--- config.mk ---
export PLATFORM = sky130hd
export DESIGN_NAME = fp_mul_pipe
export DESIGN_NICKNAME = d
export VERILOG_FILES = /design/src/rtl/fp_mul_pkg.sv /design/src/rtl/fp_mul_pipe_round.sv /design/src/rtl/fp_mul_pipe.sv
export SDC_FILE = /design/constraint.sdc
export NUM_CORES = 2
export LEC_CHECK = 0
export ABC_AREA = 1
export CAP_MARGIN = 20
export CORE_MARGIN = 2
export CORE_UTILIZATION = 50
export CTS_CLUSTER_DIAMETER = 80
export CTS_CLUSTER_SIZE = 14
export DETAILED_ROUTE_END_ITERATION = 10
export GPL_TIMING_DRIVEN = 1
export PLACE_DENSITY = 0.68
export SYNTH_ARGS = -nofsm -noshare
export SYNTH_HDL_FRONTEND = slang
export SYNTH_SLANG_ARGS = --single-unit
--- constraint.sdc ---
create_clock -name clk -period 8.7 [get_ports clk]
set_input_delay 1.305 -clock clk [delete_from_list [all_inputs] [get_ports clk]]
set_output_delay 1.305 -clock clk [all_outputs]
set_load 0.05 [all_outputs]
--- src/rtl/fp_mul_pkg.sv ---
// Shared types and helpers for the pipelined FP multiplier.
package fp_mul_pkg;

    typedef enum logic [2:0] {
        RNE = 3'd0,
        RTZ = 3'd1,
        RDN = 3'd2,
        RUP = 3'd3,
        RMM = 3'd4
    } rmode_e;

    typedef struct packed {
        logic zero;
        logic inf;
        logic nan;
        logic sign;
    } fp_class_t;

    function automatic int bias(input int ew);
        return (1 << (ew - 1)) - 1;
    endfunction

    // Canonical quiet NaN, returned wide; callers keep the low 1+ew+fw bits.
    function automatic logic [127:0] qnan(input int ew, input int fw);
        logic [127:0] z;
        z = ((128'(1) << ew) - 128'(1)) << fw;
        z = z | (128'(1) << (fw - 1));
        return z;
    endfunction

endpackage

--- src/rtl/fp_mul_pipe_round.sv ---
// Combinational rounding of the normalised mantissa using guard/round/sticky.
module fp_round
    import fp_mul_pkg::*;
#(
    parameter int FRAC_W = 23
) (
    input  logic [FRAC_W:0] mant_i,
    input  logic            g_i,
    input  logic            r_i,
    input  logic            s_i,
    input  logic            sign_i,
    input  rmode_e          rm_i,
    output logic [FRAC_W:0] mant_o,
    output logic            carry_o
);

    logic              inc;
    logic [FRAC_W+1:0] sum;

    always_comb begin
        inc = 1'b0;
        case (rm_i)
            RTZ:     inc = 1'b0;
            RDN:     inc = sign_i & (g_i | r_i | s_i);
            RUP:     inc = ~sign_i & (g_i | r_i | s_i);
            RMM:     inc = g_i;
            default: inc = g_i & (r_i | s_i | mant_i[0]);
        endcase
        sum     = {1'b0, mant_i} + (FRAC_W + 2)'(inc);
        carry_o = sum[FRAC_W+1];
        // A carry out means the mantissa wrapped to 10.00..0; renormalise to 1.0.
        mant_o  = carry_o ? {1'b1, {FRAC_W{1'b0}}} : sum[FRAC_W:0];
    end

endmodule

--- src/rtl/fp_mul_pipe.sv ---
// 3-stage IEEE-754 multiplier with valid/ready backpressure and tag pass-through.
// Define FP_MUL_ASSERT_EN to compile in the embedded assertions.
module fp_mul_pipe
    import fp_mul_pkg::*;
#(
    parameter  int EXP_W  = 8,
    parameter  int FRAC_W = 23,
    parameter  int TAG_W  = 4,
    localparam int W      = 1 + EXP_W + FRAC_W
) (
    input  logic             clk,
    input  logic             rst,
    input  logic             in_valid,
    output logic             in_ready,
    input  logic [W-1:0]     fp_x,
    input  logic [W-1:0]     fp_y,
    input  logic [2:0]       r_mode,
    input  logic [TAG_W-1:0] in_tag,
    output logic             out_valid,
    input  logic             out_ready,
    output logic [W-1:0]     fp_z,
    output logic [TAG_W-1:0] out_tag,
    output logic             ovrf,
    output logic             udrf,
    output logic             nv
);

    localparam int STAGES = 3;
    localparam int PW     = 2 * FRAC_W + 2;
    localparam int EW     = EXP_W + 2;
    localparam int BIAS   = bias(EXP_W);
    localparam int MAX_E  = (1 << EXP_W) - 1;
    localparam logic [127:0] QNAN_WIDE = qnan(EXP_W, FRAC_W);
    localparam logic [W-1:0] QNAN      = QNAN_WIDE[W-1:0];

    typedef struct packed {
        logic             sign;
        logic             nan;
        logic             inf;
        logic             zero;
        logic [EW-1:0]    exp;
        logic [PW-1:0]    prod;
        rmode_e           rm;
        logic [TAG_W-1:0] tag;
    } s1_t;

    typedef struct packed {
        logic             sign;
        logic             nan;
        logic             inf;
        logic             zero;
        logic [EW-1:0]    exp;
        logic [FRAC_W:0]  mant;
        logic             g;
        logic             r;
        logic             s;
        rmode_e           rm;
        logic [TAG_W-1:0] tag;
    } s2_t;

    typedef struct packed {
        logic [W-1:0]     z;
        logic [TAG_W-1:0] tag;
        logic             ovrf;
        logic             udrf;
        logic             nv;
    } out_t;

    logic [STAGES:1] vld_pipe_q;
    s1_t             s1_d, s1_q;
    s2_t             s2_d, s2_q;
    out_t            out_d, out_q;
    logic            adv;

    logic [EXP_W-1:0]  ex, ey;
    logic [FRAC_W-1:0] fx, fy;
    fp_class_t         cx, cy;
    logic [PW-1:0]     norm;
    logic [FRAC_W:0]   rnd_mant;
    logic              rnd_carry;
    logic [EW-1:0]     e_fin;
    logic              ofl, ufl, inf_sel;
    logic              unused_hidden;

    assign adv       = !vld_pipe_q[STAGES] || out_ready;
    assign in_ready  = adv;
    assign out_valid = vld_pipe_q[STAGES];
    assign fp_z      = out_q.z;
    assign out_tag   = out_q.tag;
    assign ovrf      = out_q.ovrf;
    assign udrf      = out_q.udrf;
    assign nv        = out_q.nv;

    assign ex = fp_x[W-2:FRAC_W];
    assign ey = fp_y[W-2:FRAC_W];
    assign fx = fp_x[FRAC_W-1:0];
    assign fy = fp_y[FRAC_W-1:0];

    // S1: classify, sign, biased exponent sum, full mantissa product.
    always_comb begin
        cx.zero = (ex == '0);
        cx.inf  = (&ex) && (fx == '0);
        cx.nan  = (&ex) && (fx != '0);
        cx.sign = fp_x[W-1];
        cy.zero = (ey == '0);
        cy.inf  = (&ey) && (fy == '0);
        cy.nan  = (&ey) && (fy != '0);
        cy.sign = fp_y[W-1];

        s1_d      = '0;
        s1_d.sign = cx.sign ^ cy.sign;
        s1_d.nan  = cx.nan | cy.nan | (cx.inf & cy.zero) | (cy.inf & cx.zero);
        s1_d.inf  = cx.inf | cy.inf;
        s1_d.zero = cx.zero | cy.zero;
        s1_d.exp  = EW'(ex) + EW'(ey) - EW'(BIAS);
        s1_d.prod = PW'({1'b1, fx}) * PW'({1'b1, fy});
        s1_d.rm   = (r_mode > 3'd4) ? RNE : rmode_e'(r_mode);
        s1_d.tag  = in_tag;
    end

    // S2: normalise the [1,4) product to 1.x and split off G/R/S.
    always_comb begin
        norm      = s1_q.prod[PW-1] ? s1_q.prod : {s1_q.prod[PW-2:0], 1'b0};
        s2_d      = '0;
        s2_d.sign = s1_q.sign;
        s2_d.nan  = s1_q.nan;
        s2_d.inf  = s1_q.inf;
        s2_d.zero = s1_q.zero;
        s2_d.exp  = s1_q.exp + EW'(s1_q.prod[PW-1]);
        s2_d.mant = norm[PW-1:FRAC_W+1];
        s2_d.g    = norm[FRAC_W];
        s2_d.r    = norm[FRAC_W-1];
        s2_d.s    = |norm[FRAC_W-2:0];
        s2_d.rm   = s1_q.rm;
        s2_d.tag  = s1_q.tag;
    end

    fp_round #(.FRAC_W(FRAC_W)) u_round (
        .mant_i  (s2_q.mant),
        .g_i     (s2_q.g),
        .r_i     (s2_q.r),
        .s_i     (s2_q.s),
        .sign_i  (s2_q.sign),
        .rm_i    (s2_q.rm),
        .mant_o  (rnd_mant),
        .carry_o (rnd_carry)
    );

    assign unused_hidden = rnd_mant[FRAC_W];

    // S3: exponent fix-up, range checks, special-value priority, pack.
    always_comb begin
        e_fin = s2_q.exp + EW'(rnd_carry);
        ofl   = $signed(e_fin) >= $signed(EW'(MAX_E));
        ufl   = $signed(e_fin) <= $signed(EW'(0));
        case (s2_q.rm)
            RTZ:     inf_sel = 1'b0;
            RDN:     inf_sel = s2_q.sign;
            RUP:     inf_sel = !s2_q.sign;
            default: inf_sel = 1'b1;
        endcase

        out_d     = '0;
        out_d.tag = s2_q.tag;
        out_d.z   = {s2_q.sign, e_fin[EXP_W-1:0], rnd_mant[FRAC_W-1:0]};
        if (s2_q.nan) begin
            out_d.z  = QNAN;
            out_d.nv = 1'b1;
        end else if (s2_q.inf) begin
            out_d.z = {s2_q.sign, {EXP_W{1'b1}}, {FRAC_W{1'b0}}};
        end else if (s2_q.zero) begin
            out_d.z = {s2_q.sign, {(W-1){1'b0}}};
        end else if (ofl) begin
            out_d.ovrf = 1'b1;
            out_d.z    = inf_sel ? {s2_q.sign, {EXP_W{1'b1}}, {FRAC_W{1'b0}}}
                                 : {s2_q.sign, {(EXP_W-1){1'b1}}, 1'b0, {FRAC_W{1'b1}}};
        end else if (ufl) begin
            out_d.udrf = 1'b1;
            out_d.z    = {s2_q.sign, {(W-1){1'b0}}};
        end
    end

    always_ff @(posedge clk) begin
        if (rst) begin
            vld_pipe_q <= '0;
            s1_q       <= '0;
            s2_q       <= '0;
            out_q      <= '0;
        end else if (adv) begin
            vld_pipe_q <= {vld_pipe_q[STAGES-1:1], in_valid};
            s1_q       <= s1_d;
            s2_q       <= s2_d;
            out_q      <= out_d;
        end
    end

`ifdef FP_MUL_ASSERT_EN
    logic [STAGES:1] sgn_pipe_q;

    always_ff @(posedge clk) begin
        if (rst)      sgn_pipe_q <= '0;
        else if (adv) sgn_pipe_q <= {sgn_pipe_q[STAGES-1:1], fp_x[W-1] ^ fp_y[W-1]};
    end

    always_comb begin
        if (!rst && vld_pipe_q[2] && rnd_carry) a_carry_ones: assert (&s2_q.mant);
    end

    a_in_ready: assert property (@(posedge clk) in_ready == (!out_valid || out_ready));
    a_norm_msb: assert property (@(posedge clk) disable iff (rst)
        vld_pipe_q[2] && !(s2_q.nan || s2_q.inf || s2_q.zero) |-> s2_q.mant[FRAC_W]);
    a_sticky: assert property (@(posedge clk) disable iff (rst)
        adv && vld_pipe_q[1] |=> s2_q.s == $past(|norm[FRAC_W-2:0]));
    a_sign: assert property (@(posedge clk) disable iff (rst)
        out_valid && !nv |-> fp_z[W-1] == sgn_pipe_q[STAGES]);
    a_stable: assert property (@(posedge clk) disable iff (rst)
        out_valid && !out_ready |=> out_valid && $stable({fp_z, out_tag, ovrf, udrf, nv}));
`endif

endmodule

==> flow_summary.json <==
{
  "outcome": "complete, no violations",
  "reg2regPathDepth": 24,
  "r2r_slack_ns": 4.41,
  "drc": 0,
  "cts_tree": "yes",
  "drtAntennaViolNets": 0,
  "die_h_um": 241,
  "first_pass_iters": 8,
  "hold_violations": 0,
  "maxSlewHeadroom": 0.414,
  "synth_cells": 3897,
  "grtUsageTotal": 0.269,
  "die_w_um": 241,
  "cp.required_ns": 9.04,
  "fin_setup_tns_ns": 0,
  "yosys.cell_count.top_type": "inv_1",
  "pre_cts_slack_ns": 0.458,
  "num_rows": 86,
  "netlist_area_mm2": 0.0280,
  "cts_buffers": 17,
  "synth_edf_count": 0,
  "synthDistinctLibCells": 41,
  "synth_top_area_share": 0.345,
  "cp-end-kind": "register",
  "vias": 23778,
  "rsz0062_at_grt": "false",
  "grt_pass1_vias": 23996,
  "cts_setup_buffers": 0,
  "synth_top_area_cell": "fa_1",
  "finClkSkew_ns": 0.0110,
  "viasPerCell": 5.04,
  "core_area_mm2": 0.0553,
  "drv_slew": 0,
  "cp-endpoint": "s1_q[35]",
  "die_area_mm2": 0.0580,
  "synthTopCellsByCount": "1065 x inv_1, 1009 x nand2_1, 483 x fa_1",
  "area_growth_pct": 9.91,
  "stdcell_count": 4721,
  "worst_pin_slew_ns": 0.877,
  "routed_wl_um": 74100,
  "synth_seq_cells": 159,
  "routedWlPerCell_um": 15.7,
  "timing.fmax_mhz": 127,
  "routabilityCongestion": 0.956,
  "antenna_found_initial": 2,
  "seq_area_frac_synth": 0.114,
  "worst_skew_pair.late_latency_ns": 0.44,
  "postSynthAreaPerCell_um2": 7.19,
  "fin_ws_ns": 0.808,
  "clock_sink_count": 159,
  "place_hpwl_um": 62000,
  "hold_path_class": "register to register",
  "grt_first_pass_wirelength_um": 123000,
  "period_minus_slack_ns": 7.89,
  "crit_fanout": 16,
  "path_clk_slew_ns": 0.07,
  "cap_violations": 0,
  "yosysWarnings": 0,
  "critPathArrivalTime_ns": 8.23,
  "clockBufferDepth": 2,
  "grt_max_degree": 99,
  "place_inst": 4688,
  "cts_resized": 0,
  "fin_nets": 4711,
  "async_flop_share": 0,
  "drt_iter0_markers": 1766,
  "period_share": 0.907,
  "synth_flop_cell": "dfxtp_1",
  "synthTopCellsByArea": "fa_1 34%, inv_1 14%, nand2_1 14%, dfxtp_1 11%, ha_1 8.7%",
  "setup_viol": 0,
  "startpoint": "fp_y[5]",
  "htreeDepth": 4,
  "start_util": 0.507,
  "path_class": "primary input to register",
  "start_kind": "primary input",
  "drive_above_1_share": 0.0365,
  "portBuffers": 115,
  "timing.rr.end": "fp_z[14]",
  "root_buffer": "clkbuf_16",
  "grt-ovfl-total": 0,
  "cts-hold-fix-buffers": 0,
  "worstReg2RegStart": "s2_q[5]",
  "syn_nets": 4649,
  "pin_count": 116,
  "final_util": 0.557,
  "worstHoldStart": "s1_q[12]"
}
## kinds of logic after synthesis
logic type | Yosys count | share of synthesized area
AOI/OAI and AO/OA | 363 | 0.0696
xor gates and xnor gates | 47 | 0.0150
adders and majority gates | 677 | 0.432
buffers and inverters | 1233 | 0.167
DFF | 159 | 0.114
and+or+nand+nor | 1418 | 0.204
## layout by cell type, fill, tap and decap left out, types with 4 or more instances in the layout
master / count
a21oi_1: 124
a31oi_1: 25
buf_12: 4
buf_4: 89
clkbuf_16: 17
clkdlybuf4s50_1: 115
dfxtp_1: 159
fa_1: 483
ha_1: 194
inv_1: 1064
nand2_1: 1009
nand3_1: 126
nand3b_1: 7
nand4_1: 25
nor2_1: 196
nor3_1: 17
nor4_1: 14
o211ai_1: 11
o21ai_0: 175
o21bai_1: 23
or2_2: 5
xnor2_1: 14
xor2_1: 31
## worst min-delay path by stage
stage               endpoint  slack (ns)  cells past startpoint
2_1_floorplan  vld_pipe_q[2]        0.43                      2
3_3_place_gp   vld_pipe_q[2]        0.44                      2
3_5_place_dp        s1_q[12]        0.45                      2
4_1_cts             s1_q[12]        0.46                      2
5_1_grt              fp_z[4]        0.47                      2
6_report            s1_q[12]        0.46                      2
## sequential cells by signal, indices dropped and copies added (netlist names)
register and count:
s2_q 44, udrf 1, out_tag 4, nv 1, fp_z 32, vld_pipe_q 3
s1_q 69, out_d 4, ovrf 1
## through the flow
step	hold WS (ns)	instance area [µm²]
floorplan	0.430	28000
finish	0.458	30800
detailed placement	0.449	30200
global route	0.473	30800
CTS	0.457	30800
global placement	0.442	30200
## critical path, cell delays in order
cell	delay, ns
clkdlybuf4s50_1	0.95
buf_4	0.31
nand2_1	0.08
fa_1	0.50
inv_1	0.05
fa_1	0.47
inv_1	0.05
fa_1	0.53
inv_1	0.05
fa_1	0.41
fa_1	0.48
fa_1	0.54
inv_1	0.05
fa_1	0.50
inv_1	0.05
ha_1	0.38
nand2_1	0.12
nor2_1	0.26
nand2_1	0.14
o21ai_0	0.43
nand2_1	0.14
nand3_1	0.10
nand3_1	0.15
nand2_1	0.12
inv_1	0.04
## per-layer routing
metal  wire, µm  vias up  GRT usage  part of all wire
li1           -    11490          -                 -
met1      32600    11390      0.372              0.44
met2      34100      754      0.440              0.46
met3       5100      142     0.0415             0.069
met4       2290        2     0.0778             0.031
met5         14        -          0           0.00019
## area by class of cell
cell class                 count  area (µm²)
tap                          748         936
clock inverter                11         134
clock buffer                  21         450
antenna                        1        2.50
fill                        5413       24500
multi-input combinational   2505       20200
sequential                   159        3180
inverter                    1068        4010
timing repair buffer         208        1900
Power is left out: the tool's default activity adds up to more than one toggle a clock period on the data nets, which glitch-free logic cannot reach.
